--- config.mk ---
export PLATFORM = sky130hd
export DESIGN_NAME = router_rd_sched
export DESIGN_NICKNAME = d
export VERILOG_FILES = /design/src/rtl/router_pkg.sv /design/src/rtl/router_rd_skid.sv /design/src/rtl/router_rd_sched.sv
export SDC_FILE = /design/constraint.sdc
export NUM_CORES = 1
export LEC_CHECK = 0
export BUFFER_PORTS_ARGS = -buffer_cell sky130_fd_sc_hd__buf_4
export CAP_MARGIN = 20
export CORE_AREA = 5 5 81 158
export CTS_CLUSTER_SIZE = 14
export DETAILED_ROUTE_END_ITERATION = 6
export DIE_AREA = 0 0 86 163
export GPL_TIMING_DRIVEN = 0
export PLACE_DENSITY = 0.86
export SETUP_SLACK_MARGIN = 0.4
export SLEW_MARGIN = 15
export SYNTH_ARGS = -nofsm -noshare
export SYNTH_HDL_FRONTEND = slang
export SYNTH_HIERARCHICAL = 1
export SYNTH_SLANG_ARGS = --single-unit
--- constraint.sdc ---
create_clock -name clock -period 2.22 [get_ports clock]
set_input_delay 0.222 -clock clock [delete_from_list [all_inputs] [get_ports clock]]
set_output_delay 0.222 -clock clock [all_outputs]
set_load 0.005 [all_outputs]
--- src/rtl/router_pkg.sv ---
// router_pkg: shared types and helpers for the router read-side scheduler
package router_pkg;
  localparam int NUM_PORTS = 3;
  typedef enum logic [1:0] {IDLE, HDR, HDR_WAIT, BODY} rd_state_t;
  typedef struct packed {
    logic [7:0] data;
    logic [1:0] port;
    logic       last;
    logic       perr;
  } entry_t;
  function automatic logic [5:0] hdr_len(input logic [7:0] hdr);
    return hdr[7:2];
  endfunction
endpackage

--- src/rtl/router_rd_skid.sv ---
// router_rd_skid: DEPTH-entry FIFO of tagged bytes; registered head drives dout
// Ports: clock/reset (sync, active-high), push/din write side, pop read side,
// dout = head entry, count = occupied entries.
module router_rd_skid
  import router_pkg::*;
#(
  parameter int DEPTH = 4
) (
  input  logic                     clock,
  input  logic                     reset,
  input  logic                     push,
  input  entry_t                   din,
  input  logic                     pop,
  output entry_t                   dout,
  output logic [$clog2(DEPTH):0]   count
);
  localparam int AW = $clog2(DEPTH);
  localparam int CW = AW + 1;
  entry_t [DEPTH-1:0] mem_q, mem_d;
  logic [AW-1:0] wr_q, wr_d, rd_q, rd_d;
  logic [CW-1:0] cnt_q, cnt_d;
  always_comb begin
    mem_d = mem_q;
    mem_d[wr_q] = push ? din : mem_q[wr_q];
    wr_d = wr_q + AW'(push);
    rd_d = rd_q + AW'(pop);
    cnt_d = cnt_q + CW'(push) - CW'(pop);
  end
  always_ff @(posedge clock) begin
    if (reset) begin
      mem_q <= '0;
      wr_q <= '0;
      rd_q <= '0;
      cnt_q <= '0;
    end else begin
      mem_q <= mem_d;
      wr_q <= wr_d;
      rd_q <= rd_d;
      cnt_q <= cnt_d;
    end
  end
  assign dout = mem_q[rd_q];
  assign count = cnt_q;
endmodule

--- src/rtl/router_rd_sched.sv ---
// router_rd_sched: round-robin packet reader for the 3 router FIFOs with parity check and wait timeout
// Ports: clock/reset (sync, active-high); vld_out/data_out/read_enb talk to the port FIFOs;
// m_data/m_port/m_last/m_perr/m_valid/m_ready form the tagged output byte stream;
// wait_err pulses when a port has waited TIMEOUT_CYC cycles unread.
module router_rd_sched
  import router_pkg::*;
#(
  parameter int BUF_DEPTH   = 4,
  parameter int TIMEOUT_CYC = 30
) (
  input  logic                       clock,
  input  logic                       reset,
  input  logic [NUM_PORTS-1:0]       vld_out,
  input  logic [NUM_PORTS-1:0][7:0]  data_out,
  output logic [NUM_PORTS-1:0]       read_enb,
  output logic [7:0]                 m_data,
  output logic                       m_valid,
  input  logic                       m_ready,
  output logic [1:0]                 m_port,
  output logic                       m_last,
  output logic                       m_perr,
  output logic [NUM_PORTS-1:0]       wait_err
);
  localparam int CW = $clog2(BUF_DEPTH) + 1;
  localparam int TW = $clog2(TIMEOUT_CYC + 1);
  rd_state_t state_q, state_d;
  logic [1:0] g_q, g_d, lg_q, lg_d, pick, cand;
  logic any, rd, room;
  logic [6:0] rd_left_q, rd_left_d;
  logic inf_q, inf_d;
  logic [1:0] inf_port_q, inf_port_d;
  logic [6:0] idx_q, idx_d;
  logic [5:0] len_q, len_d;
  logic [7:0] x_q, x_d, byte_in;
  logic is_last;
  entry_t push_e, head;
  logic [CW-1:0] count;
  logic [NUM_PORTS-1:0][TW-1:0] wc_q, wc_d;
  logic [NUM_PORTS-1:0] werr_q, werr_d;
  // Descending scan so the port closest after last_grant is the one left in pick.
  always_comb begin
    pick = lg_q;
    any = 1'b0;
    cand = '0;
    for (int k = NUM_PORTS; k >= 1; k--) begin
      cand = 2'((int'(lg_q) + k) % NUM_PORTS);
      if (vld_out[cand]) begin
        pick = cand;
        any = 1'b1;
      end
    end
  end
  // A read in flight already owns a buffer slot.
  assign room = (count + CW'(inf_q)) < CW'(BUF_DEPTH);
  always_comb begin
    state_d = state_q;
    g_d = g_q;
    lg_d = lg_q;
    rd_left_d = rd_left_q;
    rd = 1'b0;
    unique case (state_q)
      IDLE: begin
        g_d = any ? pick : g_q;
        state_d = any ? HDR : IDLE;
      end
      HDR: begin
        rd = vld_out[g_q] && room;
        state_d = rd ? HDR_WAIT : HDR;
      end
      HDR_WAIT: begin
        rd_left_d = {1'b0, hdr_len(data_out[g_q])} + 7'd1;
        state_d = BODY;
      end
      BODY: begin
        rd = vld_out[g_q] && room;
        rd_left_d = rd ? rd_left_q - 7'd1 : rd_left_q;
        lg_d = (rd && rd_left_q == 7'd1) ? g_q : lg_q;
        state_d = (rd && rd_left_q == 7'd1) ? IDLE : BODY;
      end
      default: state_d = IDLE;
    endcase
  end
  assign read_enb = (rd && !reset) ? (NUM_PORTS'(1) << g_q) : '0;
  assign inf_d = rd;
  assign inf_port_d = g_q;
  // Arrival side tracks packet position independently of the read side so the
  // next packet's header may be read while this one's tail is still landing.
  always_comb begin
    byte_in = data_out[inf_port_q];
    is_last = (idx_q != '0) && (idx_q == {1'b0, len_q} + 7'd1);
    push_e = '{data: byte_in, port: inf_port_q, last: is_last, perr: is_last && (x_q != byte_in)};
    idx_d = idx_q;
    len_d = len_q;
    x_d = x_q;
    if (inf_q) begin
      idx_d = is_last ? '0 : idx_q + 7'd1;
      len_d = (idx_q == '0) ? hdr_len(byte_in) : len_q;
      x_d = (idx_q == '0) ? byte_in : x_q ^ byte_in;
    end
  end
  always_comb begin
    wc_d = wc_q;
    werr_d = '0;
    for (int i = 0; i < NUM_PORTS; i++) begin
      wc_d[i] = !(vld_out[i] && !read_enb[i]) ? '0 :
                (wc_q[i] == TW'(TIMEOUT_CYC)) ? wc_q[i] : wc_q[i] + TW'(1);
      werr_d[i] = vld_out[i] && !read_enb[i] && (wc_q[i] == TW'(TIMEOUT_CYC - 1));
    end
  end
  always_ff @(posedge clock) begin
    if (reset) begin
      state_q <= IDLE;
      g_q <= '0;
      lg_q <= 2'd2;
      rd_left_q <= '0;
      inf_q <= 1'b0;
      inf_port_q <= '0;
      idx_q <= '0;
      len_q <= '0;
      x_q <= '0;
      wc_q <= '0;
      werr_q <= '0;
    end else begin
      state_q <= state_d;
      g_q <= g_d;
      lg_q <= lg_d;
      rd_left_q <= rd_left_d;
      inf_q <= inf_d;
      inf_port_q <= inf_port_d;
      idx_q <= idx_d;
      len_q <= len_d;
      x_q <= x_d;
      wc_q <= wc_d;
      werr_q <= werr_d;
    end
  end
  router_rd_skid #(.DEPTH(BUF_DEPTH)) u_skid (
    .clock (clock),
    .reset (reset),
    .push  (inf_q),
    .din   (push_e),
    .pop   (m_valid && m_ready),
    .dout  (head),
    .count (count)
  );
  assign m_valid = count != '0;
  assign m_data = head.data;
  assign m_port = head.port;
  assign m_last = head.last;
  assign m_perr = head.perr;
  assign wait_err = werr_q;
endmodule

After elaboration in Yosys (flattened, before gate mapping) --
Cells that the tools add are included.
Storage, ports and cells: register bits 110, input port bits 30, word-level logic and storage cells 142
Operators by class: $add $sub $neg 14, divide/modulo/power cells 3, magnitude comparators 9, eq/ne operators 13, shift operators 1, muxes and demuxes 36, bitwise operators 4, reduce and logical (&&, ||, !) cells 30
Operators by type and width (number):
- 32-bit by 3-bit modulo with 32-bit output, second input constant | 3
- 12-bit binary-select mux with 2-bit select | 2
- 48-bit bitwise mux | 1
- 12-bit two-way mux | 4
- 8-bit binary-select mux with 2-bit select | 2
- 5-bit equality test, second input constant | 6
- 12-bit demux with 2-bit select | 1
- 8-bit two-way mux | 3
- 2-bit by 3-bit < comparator with 1-bit output, second input constant | 7
- 5-bit by 1-bit adder with 5-bit output, second input constant | 3
- 6-bit by 1-bit adder with 7-bit output, second input constant | 2
- 7-bit two-way mux | 2
- 7-bit case mux with 2 select lines | 1
- 1-bit logical AND | 13
- 2-bit two-way mux | 5
- 1-bit two-way mux | 9
- 1-bit binary-select mux with 2-bit select | 4
- 8-bit inequality test | 1
- 2-bit case mux with 4 select lines | 1
- 2-bit AND reduction | 4
- 2-bit OR reduction | 4
- 8-bit bitwise XOR | 1
- 7-bit by 1-bit adder with 7-bit output, second input constant | 1
- 7-bit by 1-bit equality test with 1-bit output, second input constant | 1
- other kinds (21) | 29

Longest topological paths before layout --
word-level depth 10, mapped depth 10, mapped depth without buffers 9

Cells and area by module --
The synthesis kept the hierarchy.
By module, submodules not included:
- router_rd_sched | times used 1, cells an instance 451, area each 3565.9 sq um, seq. area each 1101.1 sq um
- router_rd_skid | times used 1, cells an instance 212, area each 2548.7 sq um, seq. area each 1101.1 sq um

Worst setup path after synthesis --
No wires, ideal clock.
path kind flip-flop to flip-flop, start register u_skid.cnt_q[1] (netlist: u_skid/count[1]), end register u_skid.cnt_q[2] (netlist: u_skid/count[2]), library setup time 126 ps, arrival 2087 ps, required time 2094 ps, slack 7 ps, stages on the path, launching flop included 10, buffers on the path 0, period minus slack after synthesis 2213 ps, cell sequence dfxtp_1 > or3_1 > and2_1 > ha_1 > inv_1 > ha_1 > inv_1 > fa_1 > xnor3_1 > nor2_1
On the way: word-level cells in the longest chain between the ends 3
Ends and longest elaborated chain:
- from (decl) | RTL line router_rd_skid.sv:21 | logic [CW-1:0] cnt_q, cnt_d;
- from (signal assigned) | RTL line router_rd_skid.sv:39 | cnt_q <= cnt_d;
- 3-bit nonzero test | RTL line router_rd_sched.sv:146 | assign m_valid = count != '0;
- net m_valid | RTL line router_rd_sched.sv:17 | output logic m_valid,
- 1-bit logical AND | RTL line router_rd_sched.sv:142 | .pop (m_valid && m_ready),
- 3-bit by 1-bit subtractor with 3-bit output | RTL line router_rd_skid.sv:27 | cnt_d = cnt_q + CW'(push) - CW'(pop);
The timed path passes the listed nets, and every way through them passes these cells. A chain may end at the register's enable or synchronous reset.

==> impl_results.html <==
<table>
<tr><th>Metric</th><th>Value</th></tr>
<tr><th colspan="2">Run status</th></tr>
<tr><td>Result of the run</td><td>completed</td></tr>
<tr><th colspan="2">Yosys</th></tr>
<tr><td>Multiplexer share of the synthesized area</td><td>16.1%</td></tr>
<tr><td>Commonest register cell after synthesis</td><td>dfxtp_1</td></tr>
<tr><td>Main area contributors after synthesis</td><td>dfxtp_1 (36%), mux2i_1 (11%), nand2b_1 (6.9%)</td></tr>
<tr><td>Compound-Gate Fraction of Synth Area</td><td>12.8%</td></tr>
<tr><td>Number of flip-flops and latches in the synthesized netlist</td><td>110</td></tr>
<tr><td>EDFF count, synth</td><td>0</td></tr>
<tr><td>Mapped cell area</td><td>6110 µm²</td></tr>
<tr><td>Async set-or-reset flop fraction in the synthesized netlist</td><td>0%</td></tr>
<tr><td>Count of different cell masters after synthesis</td><td>61</td></tr>
<tr><td>Synth cell count leaders</td><td>dfxtp_1 (110), mux2i_1 (67), nand2b_1 (67)</td></tr>
<tr><td>Yosys top cell area share</td><td>36.0%</td></tr>
<tr><td>Total nets after synthesis</td><td>716</td></tr>
<tr><td>Post-synthesis sequential area ratio</td><td>36.0%</td></tr>
<tr><td>Post-synthesis share of cell area spent on xor and xnor gates</td><td>4.81%</td></tr>
<tr><td>Dominant combinational cell family by area after synthesis</td><td>simple AND/OR/NAND/NOR gates</td></tr>
<tr><td>Number of warnings printed during yosys synthesis</td><td>6</td></tr>
<tr><td>Area share of and/or/nand/nor cells after synthesis</td><td>20.6%</td></tr>
<tr><td>Post-synthesis area per instance</td><td>9.22 µm²</td></tr>
<tr><td>Most numerous cell in the Yosys netlist</td><td>dfxtp_1</td></tr>
<tr><td>Cell taking the most area after synthesis</td><td>dfxtp_1</td></tr>
<tr><td>Gate count of the mapped netlist</td><td>663</td></tr>
<tr><td>Adder-cell share of the synthesized area</td><td>4.83%</td></tr>
<tr><th colspan="2">Critical path</th></tr>
<tr><td>Worst Path Required</td><td>2.50 ns</td></tr>
<tr><td>Critical Path Sink Type</td><td>flip-flop</td></tr>
<tr><td>WS Path Type</td><td>flip-flop to flip-flop</td></tr>
<tr><td>CP arrival</td><td>2.44 ns</td></tr>
<tr><td>Cell chain of the critical path</td><td>ha_4 -&gt; xor2_1 -&gt; or3_1 -&gt; a211o_1 -&gt; a311o_1 -&gt; buf_6 -&gt; a21oi_2 -&gt; nand2b_1 -&gt; mux2i_1</td></tr>
<tr><td>Setup slack of the worst register-to-register path</td><td>0.05 ns</td></tr>
<tr><td>Worst-path fanout max</td><td>4</td></tr>
<tr><td>Critical Path Start Type</td><td>flip-flop</td></tr>
<tr><td>Slowest cell delay on critical path</td><td>0.36 ns</td></tr>
<tr><td>Slowest CP cell</td><td>dfxtp_4</td></tr>
<tr><th colspan="2">Routing</th></tr>
<tr><td>Remaining DRCs</td><td>0</td></tr>
<tr><td>Via density per instance</td><td>6.08</td></tr>
<tr><td>Number of vias after detailed routing</td><td>5465</td></tr>
<tr><td>DRT Wirelength</td><td>16800 µm</td></tr>
<tr><td>Number of design-rule violations left by the first detailed-router iteration</td><td>487</td></tr>
<tr><td>Number of nets still failing antenna checks after routing</td><td>0</td></tr>
<tr><td>Number of detailed-route iterations in the first pass</td><td>5</td></tr>
<tr><td>Avg WL per Cell</td><td>18.7 µm</td></tr>
<tr><th colspan="2">CTS</th></tr>
<tr><td>Max clock buf depth</td><td>2</td></tr>
<tr><td>Clock H-tree levels</td><td>3</td></tr>
<tr><td>Clock sinks</td><td>110</td></tr>
<tr><td>Insertion delay to the later sink of the worst-skew pair</td><td>0.35 ns</td></tr>
<tr><td>Reg clk slew, reported paths</td><td>0.08 ns</td></tr>
<tr><td>Clock tree from TritonCTS</td><td>yes</td></tr>
<tr><td># hold bufs at CTS</td><td>0</td></tr>
<tr><td>Total clock buffers created by CTS</td><td>9</td></tr>
<tr><td>Cell at the root of the clock tree</td><td>clkbuf_16</td></tr>
<tr><th colspan="2">Timing</th></tr>
<tr><td>Transition time at the pin with the least slew margin</td><td>0.741 ns</td></tr>
<tr><td>Worst slew margin relative to its limit</td><td>50.6%</td></tr>
<tr><td>Fin Clk Skew</td><td>0.0109 ns</td></tr>
<tr><td>Count of endpoints failing hold in the final timing report</td><td>0</td></tr>
<tr><td>Number of pins exceeding their max-slew limit in the final report</td><td>0</td></tr>
<tr><td>Summed negative setup slack over all endpoints</td><td>0 ns</td></tr>
<tr><td>Final count of negative-setup-slack endpoints</td><td>0</td></tr>
<tr><td>Share of the clock period used by the worst path</td><td>97.6%</td></tr>
<tr><td>Setup WS post-layout</td><td>0.0532 ns</td></tr>
<tr><td>RSZ-0062 raised after global routing</td><td>true</td></tr>
<tr><td>Minimum clock period</td><td>2.17 ns</td></tr>
<tr><td>Hold Slack</td><td>0.217 ns</td></tr>
<tr><td>Maximum clock rate</td><td>462 MHz</td></tr>
<tr><th colspan="2">Hold path</th></tr>
<tr><td>Hold/Removal Path Class</td><td>input pin to flip-flop</td></tr>
<tr><th colspan="2">Run</th></tr>
<tr><td>Total of max-cap violations</td><td>0</td></tr>
<tr><th colspan="2">GRT</th></tr>
<tr><td>GR Overflow Total</td><td>0</td></tr>
<tr><td>Largest net degree at the start of global routing</td><td>20</td></tr>
<tr><td>Number of antenna violations at the first check in global routing</td><td>0</td></tr>
<tr><td>Vias in the first global route</td><td>5397</td></tr>
<tr><td>Wire length of the first global-routing pass</td><td>25700 µm</td></tr>
<tr><td>GRT Util Overall</td><td>22.9%</td></tr>
<tr><th colspan="2">Pwr</th></tr>
<tr><td>Worst vdd rail ir drop</td><td>582 µV</td></tr>
<tr><td>Power Density</td><td>746 nW/µm²</td></tr>
<tr><td>Share of total power consumed by net switching</td><td>31.8%</td></tr>
<tr><td>Clock network power share</td><td>30.9%</td></tr>
<tr><td>Lkg Pwr</td><td>0.00318 µW</td></tr>
<tr><td>Combinational cell fraction of total power</td><td>30.0%</td></tr>
<tr><td>Switching component of the power</td><td>1830 µW</td></tr>
<tr><td>Power Internal</td><td>3920 µW</td></tr>
<tr><td>Power share of the sequential group</td><td>39.1%</td></tr>
<tr><th colspan="2">Place</th></tr>
<tr><td>HPWL after DPL</td><td>10700 µm</td></tr>
<tr><td>Final Wtd Congestion</td><td>0.947</td></tr>
<tr><td>Number of buffer cells added on primary ports</td><td>48</td></tr>
<tr><td>Pre-CTS setup slack</td><td>-0.216 ns</td></tr>
<tr><th colspan="2">Finish</th></tr>
<tr><td>Area added between synthesis and finish</td><td>26.1%</td></tr>
<tr><td>Number of nets at the end of the flow</td><td>802</td></tr>
<tr><td>Fraction of final layout cells sized beyond drive strength 1</td><td>26.3%</td></tr>
<tr><td>Final antenna diode count</td><td>0</td></tr>
<tr><td>Total of fill cells in the finished design</td><td>835</td></tr>
<tr><td>Post-layout util</td><td>66.7%</td></tr>
<tr><th colspan="2">Floorplan</th></tr>
<tr><td>Core Box Area</td><td>11600 µm²</td></tr>
<tr><td>Effective utilization at floorplan</td><td>52.9%</td></tr>
<tr><td>Die outline area</td><td>14000 µm²</td></tr>
<tr><td>Die boundary height</td><td>163 µm</td></tr>
<tr><td>I/O pin total</td><td>49</td></tr>
<tr><td>Count of standard-cell rows</td><td>56</td></tr>
<tr><td>DIE WIDTH</td><td>86 µm</td></tr>
</table>
==> stage by stage <==
step | cell area [µm²] | power (µW) | std cells
final | 7710 | 5750 | 899
after CTS | 7470 | 5560 | 892
after global placement | 6760 | 3570 | 856
after floorplan | 6210 | 3240 | 663
after global routing | 7710 | 5970 | 899
after detailed placement | 6760 | 3630 | 856
==> cell type report <==
| type | count | area (µm²) | share of cell area (%) |
|---|---|---|---|
| flip-flops and latches | 110 | 2220 | 28.9 |
| plain buffers | 37 | 265 | 3.44 |
| inverters | 26 | 100 | 1.30 |
| multi-input cells | 490 | 4020 | 52.2 |
| repair buffers | 75 | 591 | 7.66 |
| clock buffers | 9 | 225 | 2.92 |
| clock inverters | 7 | 101 | 1.31 |
| well taps | 145 | 181 | 2.35 |
==> cells by family after synthesis <==
| family | count (synthesis) |
|---|---|
| compound gates | 123 |
| xor+xnor | 32 |
| fa+ha+maj | 23 |
| buf+inv | 63 |
| flops | 110 |
| mux | 79 |
| simple gates | 233 |
==> power by group through the flow <==
stage / clock network (µW) / logic, µW / registers, µW
3_5_place_dp: 0 / 1340 / 2280
6_report: 1780 / 1730 / 2250
3_3_place_gp: 0 / 1300 / 2270
5_1_grt: 1860 / 1850 / 2260
2_1_floorplan: 0 / 1000 / 2240
4_1_cts: 1790 / 1530 / 2240
==> layer usage <==
metal | up-vias | track usage, % | wire length [µm]
met5 | - | 0 | 0
met4 | 0 | 11.2 | 498
met3 | 46 | 3.85 | 1200
met2 | 272 | 39.4 | 8590
met1 | 2613 | 27.1 | 6510
li1 | 2534 | - | -
==> final timing paths <==
path,startpoint,to,cells past startpoint
setup / recovery,len_q[1],u_skid/mem_q[0],9
hold / removal,vld_out[0],wc_q[1],3
setup reg to reg,len_q[1],u_skid/mem_q[0],9
hold reg to reg,u_skid/mem_q[22],u_skid/mem_q[22],2
==> placed cells by master, fill, tap and decap left out, types with 11 or more instances in the layout <==
cell      netlist  routed
dfxtp_1       110     100
nand2_1        30      28
nand2b_1       67      66
buf_4           2      73
inv_1          26      20
xor2_1         16      15
nand3_1        19      13
o21ai_0        18      14
a21oi_1        42      35
nor3_1         16      15
mux2i_1        67      65
nand4_1        11      11
ha_1           22      15
nor2_1         46      46
mux4_1         12      12
xnor2_1        15      15
==> registers in the layout, indices dropped and copies added (netlist names), 3 cells and up <==
name / count
wait_err: 3
wc_q: 15
u_skid/count: 3
idx_q: 7
u_skid/mem_q: 48
x_q: 8
rd_left_q: 7
len_q: 6
==> what timing repair did <==
item                       4_1_cts  5_1_grt
pin swaps                       13       12
setup endpoints to repair      109       66
resized for setup               51       61
hold endpoints to repair         0        0
setup buffers                   20        7
==> critical path, delay by kind of cell (launching register included) <==
| family | cells | cell delay, ns |
|---|---|---|
| flops | 1 | 0.36 |
| xor+xnor | 1 | 0.13 |
| simple gates | 2 | 0.44 |
| mux | 1 | 0.17 |
| fa+ha+maj | 1 | 0.16 |
| compound gates | 3 | 0.67 |
| buf+inv | 1 | 0.15 |
Note: power is estimated with default switching activity, not from simulation.
